<file path="src/rtl/uart_rx_frame_ctrl.sv">
// Frame controller over a one-byte UART receiver: header/length/payload/checksum
// parsing with timeout, then replay of the buffered payload on a valid/ready stream.
module uart_rx_frame_ctrl #(
    parameter int unsigned CLK_FREQ      = 50_000_000,
    parameter int unsigned BAUD_RATE     = 115200,
    parameter int unsigned MAX_LEN       = 16,
    parameter logic [7:0]  HEADER        = 8'hA5,
    parameter int unsigned TIMEOUT_BYTES = 4
) (
    input  logic       clk,
    input  logic       rst_n,
    input  logic       enable,
    output logic       byte_rx_en,
    input  logic [7:0] byte_data,
    input  logic       byte_done,
    output logic [7:0] out_data,
    output logic       out_valid,
    input  logic       out_ready,
    output logic       out_last,
    output logic       frame_ok,
    output logic       err_valid,
    output logic [1:0] err_code,
    output logic       busy,
    output logic [2:0] state
);

    localparam int unsigned TIMEOUT_CYC = (CLK_FREQ / BAUD_RATE) * 10 * TIMEOUT_BYTES;
    localparam logic [31:0] TMO_LAST    = 32'(TIMEOUT_CYC - 1);
    localparam logic [7:0]  MAX_LEN_B   = 8'(MAX_LEN);
    localparam int unsigned AW          = (MAX_LEN > 1) ? $clog2(MAX_LEN) : 1;
    localparam int unsigned DEPTH       = 1 << AW;

    typedef enum logic [2:0] {
        S_IDLE = 3'd0,
        S_HDR  = 3'd1,
        S_LEN  = 3'd2,
        S_DATA = 3'd3,
        S_CSUM = 3'd4,
        S_OUT  = 3'd5
    } state_t;

    state_t      state_q, state_d;
    logic [7:0]  len_q, len_d, idx_q, idx_d, csum_q, csum_d;
    logic [31:0] tmo_q, tmo_d;
    logic [7:0]  out_data_q;
    logic        out_valid_q, out_valid_d, out_last_q, out_last_d;
    logic        frame_ok_q, frame_ok_d, err_valid_q, err_valid_d;
    logic [1:0]  err_code_q, err_code_d;
    logic        byte_rx_en_q, busy_q;
    logic        wr_en, rd_en, tmo_hit;
    logic [7:0]  rd_idx;

    logic [7:0]  buf_mem [DEPTH];

    always_comb begin
        state_d     = state_q;
        len_d       = len_q;
        idx_d       = idx_q;
        csum_d      = csum_q;
        out_valid_d = out_valid_q;
        out_last_d  = out_last_q;
        frame_ok_d  = 1'b0;
        err_valid_d = 1'b0;
        err_code_d  = err_code_q;
        wr_en       = 1'b0;
        rd_en       = 1'b0;
        rd_idx      = idx_q;
        // A byte arriving on the expiry cycle takes priority over the timeout.
        tmo_hit     = (tmo_q == TMO_LAST) && !byte_done;

        case (state_q)
            S_IDLE: begin
                if (enable) state_d = S_HDR;
            end
            S_HDR: begin
                if (!enable) state_d = S_IDLE;
                else if (byte_done && byte_data == HEADER) state_d = S_LEN;
            end
            S_LEN: begin
                if (!enable) begin
                    state_d = S_IDLE;
                end else if (byte_done) begin
                    if (byte_data == 8'd0 || byte_data > MAX_LEN_B) begin
                        err_valid_d = 1'b1;
                        err_code_d  = 2'd1;
                        state_d     = S_HDR;
                    end else begin
                        len_d   = byte_data;
                        csum_d  = byte_data;
                        idx_d   = 8'd0;
                        state_d = S_DATA;
                    end
                end else if (tmo_hit) begin
                    err_valid_d = 1'b1;
                    err_code_d  = 2'd3;
                    state_d     = S_HDR;
                end
            end
            S_DATA: begin
                if (!enable) begin
                    state_d = S_IDLE;
                end else if (byte_done) begin
                    wr_en  = 1'b1;
                    csum_d = csum_q + byte_data;
                    idx_d  = idx_q + 8'd1;
                    if (idx_q + 8'd1 == len_q) state_d = S_CSUM;
                end else if (tmo_hit) begin
                    err_valid_d = 1'b1;
                    err_code_d  = 2'd3;
                    state_d     = S_HDR;
                end
            end
            S_CSUM: begin
                if (!enable) begin
                    state_d = S_IDLE;
                end else if (byte_done) begin
                    if (byte_data != csum_q) begin
                        err_valid_d = 1'b1;
                        err_code_d  = 2'd2;
                        state_d     = S_HDR;
                    end else begin
                        idx_d   = 8'd0;
                        state_d = S_OUT;
                    end
                end else if (tmo_hit) begin
                    err_valid_d = 1'b1;
                    err_code_d  = 2'd3;
                    state_d     = S_HDR;
                end
            end
            S_OUT: begin
                // First cycle fetches byte 0; each handshake prefetches the next.
                if (!out_valid_q) begin
                    rd_en       = 1'b1;
                    rd_idx      = idx_q;
                    out_valid_d = 1'b1;
                    out_last_d  = (idx_q == len_q - 8'd1);
                end else if (out_ready) begin
                    if (out_last_q) begin
                        out_valid_d = 1'b0;
                        out_last_d  = 1'b0;
                        frame_ok_d  = 1'b1;
                        state_d     = enable ? S_HDR : S_IDLE;
                    end else begin
                        idx_d      = idx_q + 8'd1;
                        rd_en      = 1'b1;
                        rd_idx     = idx_q + 8'd1;
                        out_last_d = (idx_q + 8'd1 == len_q - 8'd1);
                    end
                end
            end
            default: state_d = S_IDLE;
        endcase

        if (state_d != state_q || byte_done)
            tmo_d = 32'd0;
        else if (state_q == S_LEN || state_q == S_DATA || state_q == S_CSUM)
            tmo_d = tmo_q + 32'd1;
        else
            tmo_d = 32'd0;
    end

    always_ff @(posedge clk) begin
        if (wr_en) buf_mem[idx_q[AW-1:0]] <= byte_data;
    end

    always_ff @(posedge clk or negedge rst_n) begin
        if (!rst_n) begin
            state_q      <= S_IDLE;
            len_q        <= 8'd0;
            idx_q        <= 8'd0;
            csum_q       <= 8'd0;
            tmo_q        <= 32'd0;
            out_data_q   <= 8'd0;
            out_valid_q  <= 1'b0;
            out_last_q   <= 1'b0;
            frame_ok_q   <= 1'b0;
            err_valid_q  <= 1'b0;
            err_code_q   <= 2'd0;
            byte_rx_en_q <= 1'b0;
            busy_q       <= 1'b0;
        end else begin
            state_q      <= state_d;
            len_q        <= len_d;
            idx_q        <= idx_d;
            csum_q       <= csum_d;
            tmo_q        <= tmo_d;
            if (rd_en) out_data_q <= buf_mem[rd_idx[AW-1:0]];
            out_valid_q  <= out_valid_d;
            out_last_q   <= out_last_d;
            frame_ok_q   <= frame_ok_d;
            err_valid_q  <= err_valid_d;
            err_code_q   <= err_code_d;
            byte_rx_en_q <= (state_d == S_HDR) || (state_d == S_LEN) ||
                            (state_d == S_DATA) || (state_d == S_CSUM);
            busy_q       <= (state_d != S_IDLE) && (state_d != S_HDR);
        end
    end

    assign byte_rx_en = byte_rx_en_q;
    assign out_data   = out_data_q;
    assign out_valid  = out_valid_q;
    assign out_last   = out_last_q;
    assign frame_ok   = frame_ok_q;
    assign err_valid  = err_valid_q;
    assign err_code   = err_code_q;
    assign busy       = busy_q;
    assign state      = state_q;

endmodule
</file>
<file path="config.mk">
export PLATFORM = sky130hd
export DESIGN_NAME = uart_rx_frame_ctrl
export DESIGN_NICKNAME = d
export VERILOG_FILES = /design/src/rtl/uart_rx_frame_ctrl.sv
export SDC_FILE = /design/constraint.sdc
export NUM_CORES = 1
export LEC_CHECK = 0
export ABC_AREA = 1
export CORE_ASPECT_RATIO = 0.6
export CORE_MARGIN = 2
export CORE_UTILIZATION = 35
export CTS_BUF_LIST = sky130_fd_sc_hd__clkbuf_4
export DETAILED_ROUTE_END_ITERATION = 16
export GPL_TIMING_DRIVEN = 0
export SLEW_MARGIN = 30
export SYNTH_ARGS = -nofsm -noshare
export SYNTH_HDL_FRONTEND = slang
export SYNTH_SLANG_ARGS = --single-unit
</file>
<file path="constraint.sdc">
create_clock -name clk -period 3.36 [get_ports clk]
set_input_delay 0.672 -clock clk [delete_from_list [all_inputs] [get_ports clk]]
set_output_delay 0.672 -clock clk [all_outputs]
set_load 0.05 [all_outputs]
</file>
-- Word level (Yosys, flattened, before mapping)
Memories as Yosys holds them, arrays and structs flattened. A register that Yosys moved wholly into a read port is not among the register bits.
Index checks and enable logic that the tools add are counted.
- output and inout bits: 19
- bits of input ports: 13
- memories: 1
- register bits after elaboration: 67
- RAM bits: 128
- word-level logic and storage cells: 148
- memories (name ; words ; width ; rd ports ; clocked after memory_dff ; write ports ; RTL line ; text):
    buf_mem ; 16 ; 8 ; 1 ; 1 ; 1 ; 53 ; logic [7:0] buf_mem [DEPTH];
- order comparisons: 1
- equality and inequality tests: 29
- reduce and logical (&&, ||, !) cells: 23
- bitwise operators: 1
- multiplexer cells: 77
- $add $sub $neg: 4
- operator list (kind ; number):
    8-bit two-way mux ; 16
    32-bit two-way mux ; 2
    3-bit two-way mux ; 15
    32-bit by 1-bit adder with 32-bit output (second input constant) ; 1
    32-bit by 15-bit equality test with 1-bit output (second input constant) ; 1
    8-bit one-hot mux with 4 select lines ; 1
    1-bit two-way mux ; 28
    8-bit equality test ; 3
    2-bit two-way mux ; 10
    2-bit inequality test (second input constant) ; 10
    3-bit one-hot mux with 6 select lines ; 1
    8-bit one-hot mux with 2 select lines ; 1
    3-bit by 2-bit equality test with 1-bit output (second input constant) ; 4
    3-bit equality test (second input constant) ; 3
    9-bit AND reduction ; 1
    8-bit by 1-bit adder with 8-bit output (second input constant) ; 1
    8-bit adder ; 1
    8-bit equality test (second input constant) ; 1
    8-bit by 5-bit > comparator with 1-bit output (second input constant) ; 1
    8-bit zero test ; 1
    8-bit inequality test ; 1
    8-bit by 1-bit subtractor with 8-bit output (second input constant) ; 1
    1-bit logical OR ; 7
    7-bit AND reduction ; 1
    other kinds (17) ; 23

-- Longest topological paths before layout
- word-level depth: 10
- gate-level depth with buffers: 17
- gate-level depth less buffers: 16

-- Least setup slack after synthesis
OpenSTA, ideal clock, no wires.
- path type: flip-flop to flip-flop
- start: reg state_q[0], in the netlist state[0]
- end: mem buf_mem[11][0], enable pin
- data arrival time: 2071 ps
- buffers on the path: 0
- setup slack: 905 ps
- data required time: 2977 ps
- cell stages (with the launch flop): 7
- library setup time: 383 ps
- period minus slack after synthesis: 2455 ps
- cell sequence: dfrtp_1 nand2_1 nor2_1 inv_1 nor2_1 inv_1 nor3_1
- longest elaborated chain between the ends: 4
- ends and longest elaborated chain (what ; RTL line ; text):
    from (decl) ; 42 ; state_t state_q, state_d;
    from (signal assigned) ; 183 ; state_q <= state_d;
    3-bit by 2-bit equality test with 1-bit output ; 71 ; case (state_q)
    1-bit two-way mux ; 71 ;
    1-bit two-way mux ; 164 ; if (wr_en) buf_mem[idx_q[AW-1:0]] <= byte_data;
    1-bit two-way mux (implied by the code) ; 164 ;
    to (decl) ; 53 ;
No other way between the ends.

-- Final worst setup path
- start: reg idx_q[0]
- end: reg out_data_q[3], in the netlist out_data[3], read port of buf_mem
- longest elaborated chain between the ends: 5
- ends and longest elaborated chain (what ; RTL line ; text):
    from (decl) ; 43 ; logic [7:0] len_q, len_d, idx_q, idx_d, csum_q, csum_d;
    from (signal assigned) ; 185 ; idx_q <= idx_d;
    8-bit by 1-bit adder with 8-bit output ; - ;
    8-bit two-way mux (2 in series) ; - ;
    8-bit two-way mux ; 133 ; if (!out_valid_q) begin
    4-bit two-way mux (*) ; 71 ;
    to (decl) ; 45 ; logic [7:0] out_data_q;
Mark *: on every way between the ends. The rest lies on a longest branch, timed or not.
A chain may end at the register's enable or synchronous reset.

==> impl_metrics.py <==
metrics = {
    "outcome": {
        "outcome": "finished, final reports clean",
    },
    "cts": {
        "clockBufferDepth": 3,
        "cts.clk_slew.worst_paths_ns": 0.07,
        "cts.htree.levels": 2,
        "numCtsBuffers": 52,
        "cts_root_buffer": "clkbuf_4",
        "tritoncts": "built",
        "clkSinkCount": 203,
        "cts_setup_buffers": 0,
        "clkLatencyLatePin_ns": 0.72,
    },
    "cells_and_area": {
        "fin_util_pct": 41.3,
        "nets": 1224,
        "area_delta_synth_final_pct": 15.0,
        "fillers": 2839,
        "drive_above_1_share_pct": 15.7,
    },
    "logic_synthesis": {
        "async_flop_share_pct": 36.9,
        "syn_avg_cell_area_um2": 9.39,
        "synth_cell_types": 42,
        "yosysSeqAreaShare_pct": 54.9,
        "syn_area_mm2": 0.0104,
        "synthesis.nets": 1136,
        "synth-edff-count": 128,
        "yosys_register_bits": 203,
        "postSynthCellCount": 1109,
        "yosys_warnings": 0,
        "synthFlopType": "edfxtp_1",
    },
    "power_and_ir_drop": {
        "power_leakage_nw": 4.82,
        "power_w": 0.00536,
        "peakVddDrop_mv": 0.220,
        "powerDensity_mw_per_mm2": 448,
    },
    "run": {
        "maxCapViolCount": 0,
    },
    "timing": {
        "drv_slew": 0,
        "setup_viol": 0,
        "rsz0062_at_grt": "false",
        "finalSetupTns_ns": 0,
        "finClkSkew_ns": 0.0855,
        "min_period_over_period_pct": 94.3,
        "fin_crit_ns": 3.17,
        "hold_violations": 0,
        "worstMarginPinSlew_ns": 0.988,
        "fin_ws_ns": 0.191,
        "fmaxAchievable_ghz": 0.316,
        "relSlewSlack_pct": 33.9,
    },
    "global_route": {
        "grt_pass1_vias": 7824,
        "grt_max_degree": 63,
        "grt_antenna_before_repair": 1,
        "grt_pass1_wl_um": 45600,
        "grt.overflow.total": 0,
        "grt_util_all_layers_pct": 19.5,
    },
    "placed_design": {
        "pre_cts_ws_ns": -0.610,
        "hpwl_um": 21300,
        "gp_congestion": 0.896,
        "port_buffers": 31,
    },
    "detailed_routing": {
        "drc": 0,
        "drtIter0Drc": 1228,
        "first_pass_iters": 6,
        "vias": 8577,
        "ant_nets": 0,
        "finalWirelength_um": 29700,
        "via_per_inst": 5.22,
        "wl_per_cell_um": 18.1,
    },
    "die": {
        "row_count": 48,
        "start_util_pct": 35.9,
        "die_w_um": 227,
        "fp.dieArea_mm2": 0.0312,
        "fp.dieH_um": 138,
        "io_pins": 32,
        "core_area_mm2": 0.0290,
    },
    "worst_setup_path": {
        "crit_arrival_ns": 3.82,
        "r2r_setup_slack_ns": 0.19,
        "startpoint_type": "flop",
        "cp.required_ns": 4.02,
        "crit_type": "flop to flop",
        "crit_path_end_kind": "flop",
        "crit_fanout": 10,
    },
    "min_path": {
        "hold_path.class": "input port to async pin",
    },
}
==> flip-flops by register name, summed over array words and instances (netlist names) <==
| name | cells |
|---|---|
| len_q | 8 |
| busy | 1 |
| frame_ok | 1 |
| out_valid | 1 |
| out_data | 8 |
| csum_q | 8 |
| byte_rx_en | 1 |
| state | 3 |
| out_last | 1 |
| err_code | 2 |
| buf_mem | 128 |
| tmo_q | 32 |
| idx_q | 8 |
| err_valid | 1 |
==> per-layer routing <==
metal | vias to the layer above | GRT usage [%] | share of wire [%]
li1 | 4066 | - | -
met1 | 4108 | 31.9 | 51
met2 | 370 | 24.2 | 37
met3 | 33 | 5.54 | 11
met4 | 0 | 4.57 | 1.3
met5 | - | 0 | 0
==> area by class of cell <==
type                       instances  area [um2]  area share [%]
clock inverter                    21         116           0.972
timing repair buffer              34         352            2.94
sequential                       203        5720            47.8
inverter                         105         395            3.30
buffer                            37         229            1.91
clock buffer                      76         571            4.77
antenna                            3        7.51          0.0627
multi-input combinational        764        4080            34.1
tap                              400         500            4.18
==> stage by stage <==
stage / area, um2 / hold slack [ns] / std cells
after floorplan: 10400 / 0.376 / 1109
after global placement: 11200 / 0.466 / 1540
after detailed placement: 11300 / 0.468 / 1542
after CTS: 12000 / 0.307 / 1640
after global routing: 12000 / 0.306 / 1641
final: 12000 / 0.337 / 1643
==> final timing paths <==
check,startpoint,endpoint,cells after the start
hold / removal,rst_n,len_q[5],2
setup reg to reg,idx_q[0],out_data[3],11
min in group clk,byte_data[3],buf_mem[9][3],1
hold reg to reg,out_data[6],out_data[6],2
max in group asynchronous,rst_n,csum_q[6],3
setup / recovery,idx_q[0],out_data[3],11
==> critical path: stages (launching register included) <==
cell	delay [ns]
dfrtp_1	0.55
inv_1	0.18
ha_1	0.42
nand2_1	0.09
o21ai_2	0.14
clkbuf_1	0.54
o21ai_0	0.23
o221ai_1	0.54
nand3_1	0.13
nand2_1	0.10
nand2_1	0.07
nand2_1	0.10
==> synth_stat cells (8+ instances only) <==
cell / count / area share, %
buf_2: 15 / 0.72
nand3_1: 86 / 4.1
nand2_1: 200 / 7.2
clkbuf_1: 10 / 0.36
ha_1: 13 / 1.6
o221ai_1: 32 / 2.7
nand3_2: 8 / 0.77
a21oi_1: 20 / 0.96
dfrtp_1: 75 / 18
inv_2: 8 / 0.29
nor2_1: 152 / 5.5
nand4_1: 20 / 1.2
o21ai_0: 91 / 4.4
nor3_1: 26 / 1.2
edfxtp_1: 128 / 37
inv_1: 95 / 3.4
nor3_2: 32 / 3.1
xor2_1: 17 / 1.4
==> logic make-up (layout without fill, tap and decap cells) <==
family	after synthesis	in the layout	synth area share, %
AOI/OAI and AO/OA	170	170	9.87
xor gates and xnor gates	23	23	1.93
adders and majority gates	14	14	1.75
buffers and inverters	142	273	6.00
DFF	203	203	54.9
other	0	3	0
and+or+nand+nor	557	557	25.5
==> where the power goes <==
group          switching (W)  total [W]  internal (W)
Combinational       0.000344   0.000484      0.000141
Sequential         0.0000126    0.00268       0.00267
Clock                0.00108    0.00220       0.00112
==> layout by cell type (no fill, tap or decap), types with 4 or more instances in the layout <==
cell type	count
nand4_1	20
o21ai_0	91
buf_6	8
nand2_2	6
o211ai_1	5
nor2_4	5
nor3_2	35
nor3_1	23
nor4_1	6
a21oi_1	20
nor2_1	152
nand3_1	86
buf_2	18
a31oi_1	4
inv_2	8
dfrtp_1	75
inv_1	95
ha_1	13
xor2_1	17
clkinv_1	17
buf_4	6
or2_2	5
o21ai_1	4
o221ai_1	32
nand3_2	8
clkbuf_4	76
dlymetal6s2s_1	4
clkdlybuf4s50_1	23
nand2_1	200
xnor2_1	6
nor2_2	7
edfxtp_1	128
clkbuf_1	10
==> what timing repair did <==
action,CTS,global route
gates resized for setup,0,4
setup endpoints to repair,0,7
hold buffers,1,0
hold endpoints to repair,13,0
Power figures use the tool's default switching activity.
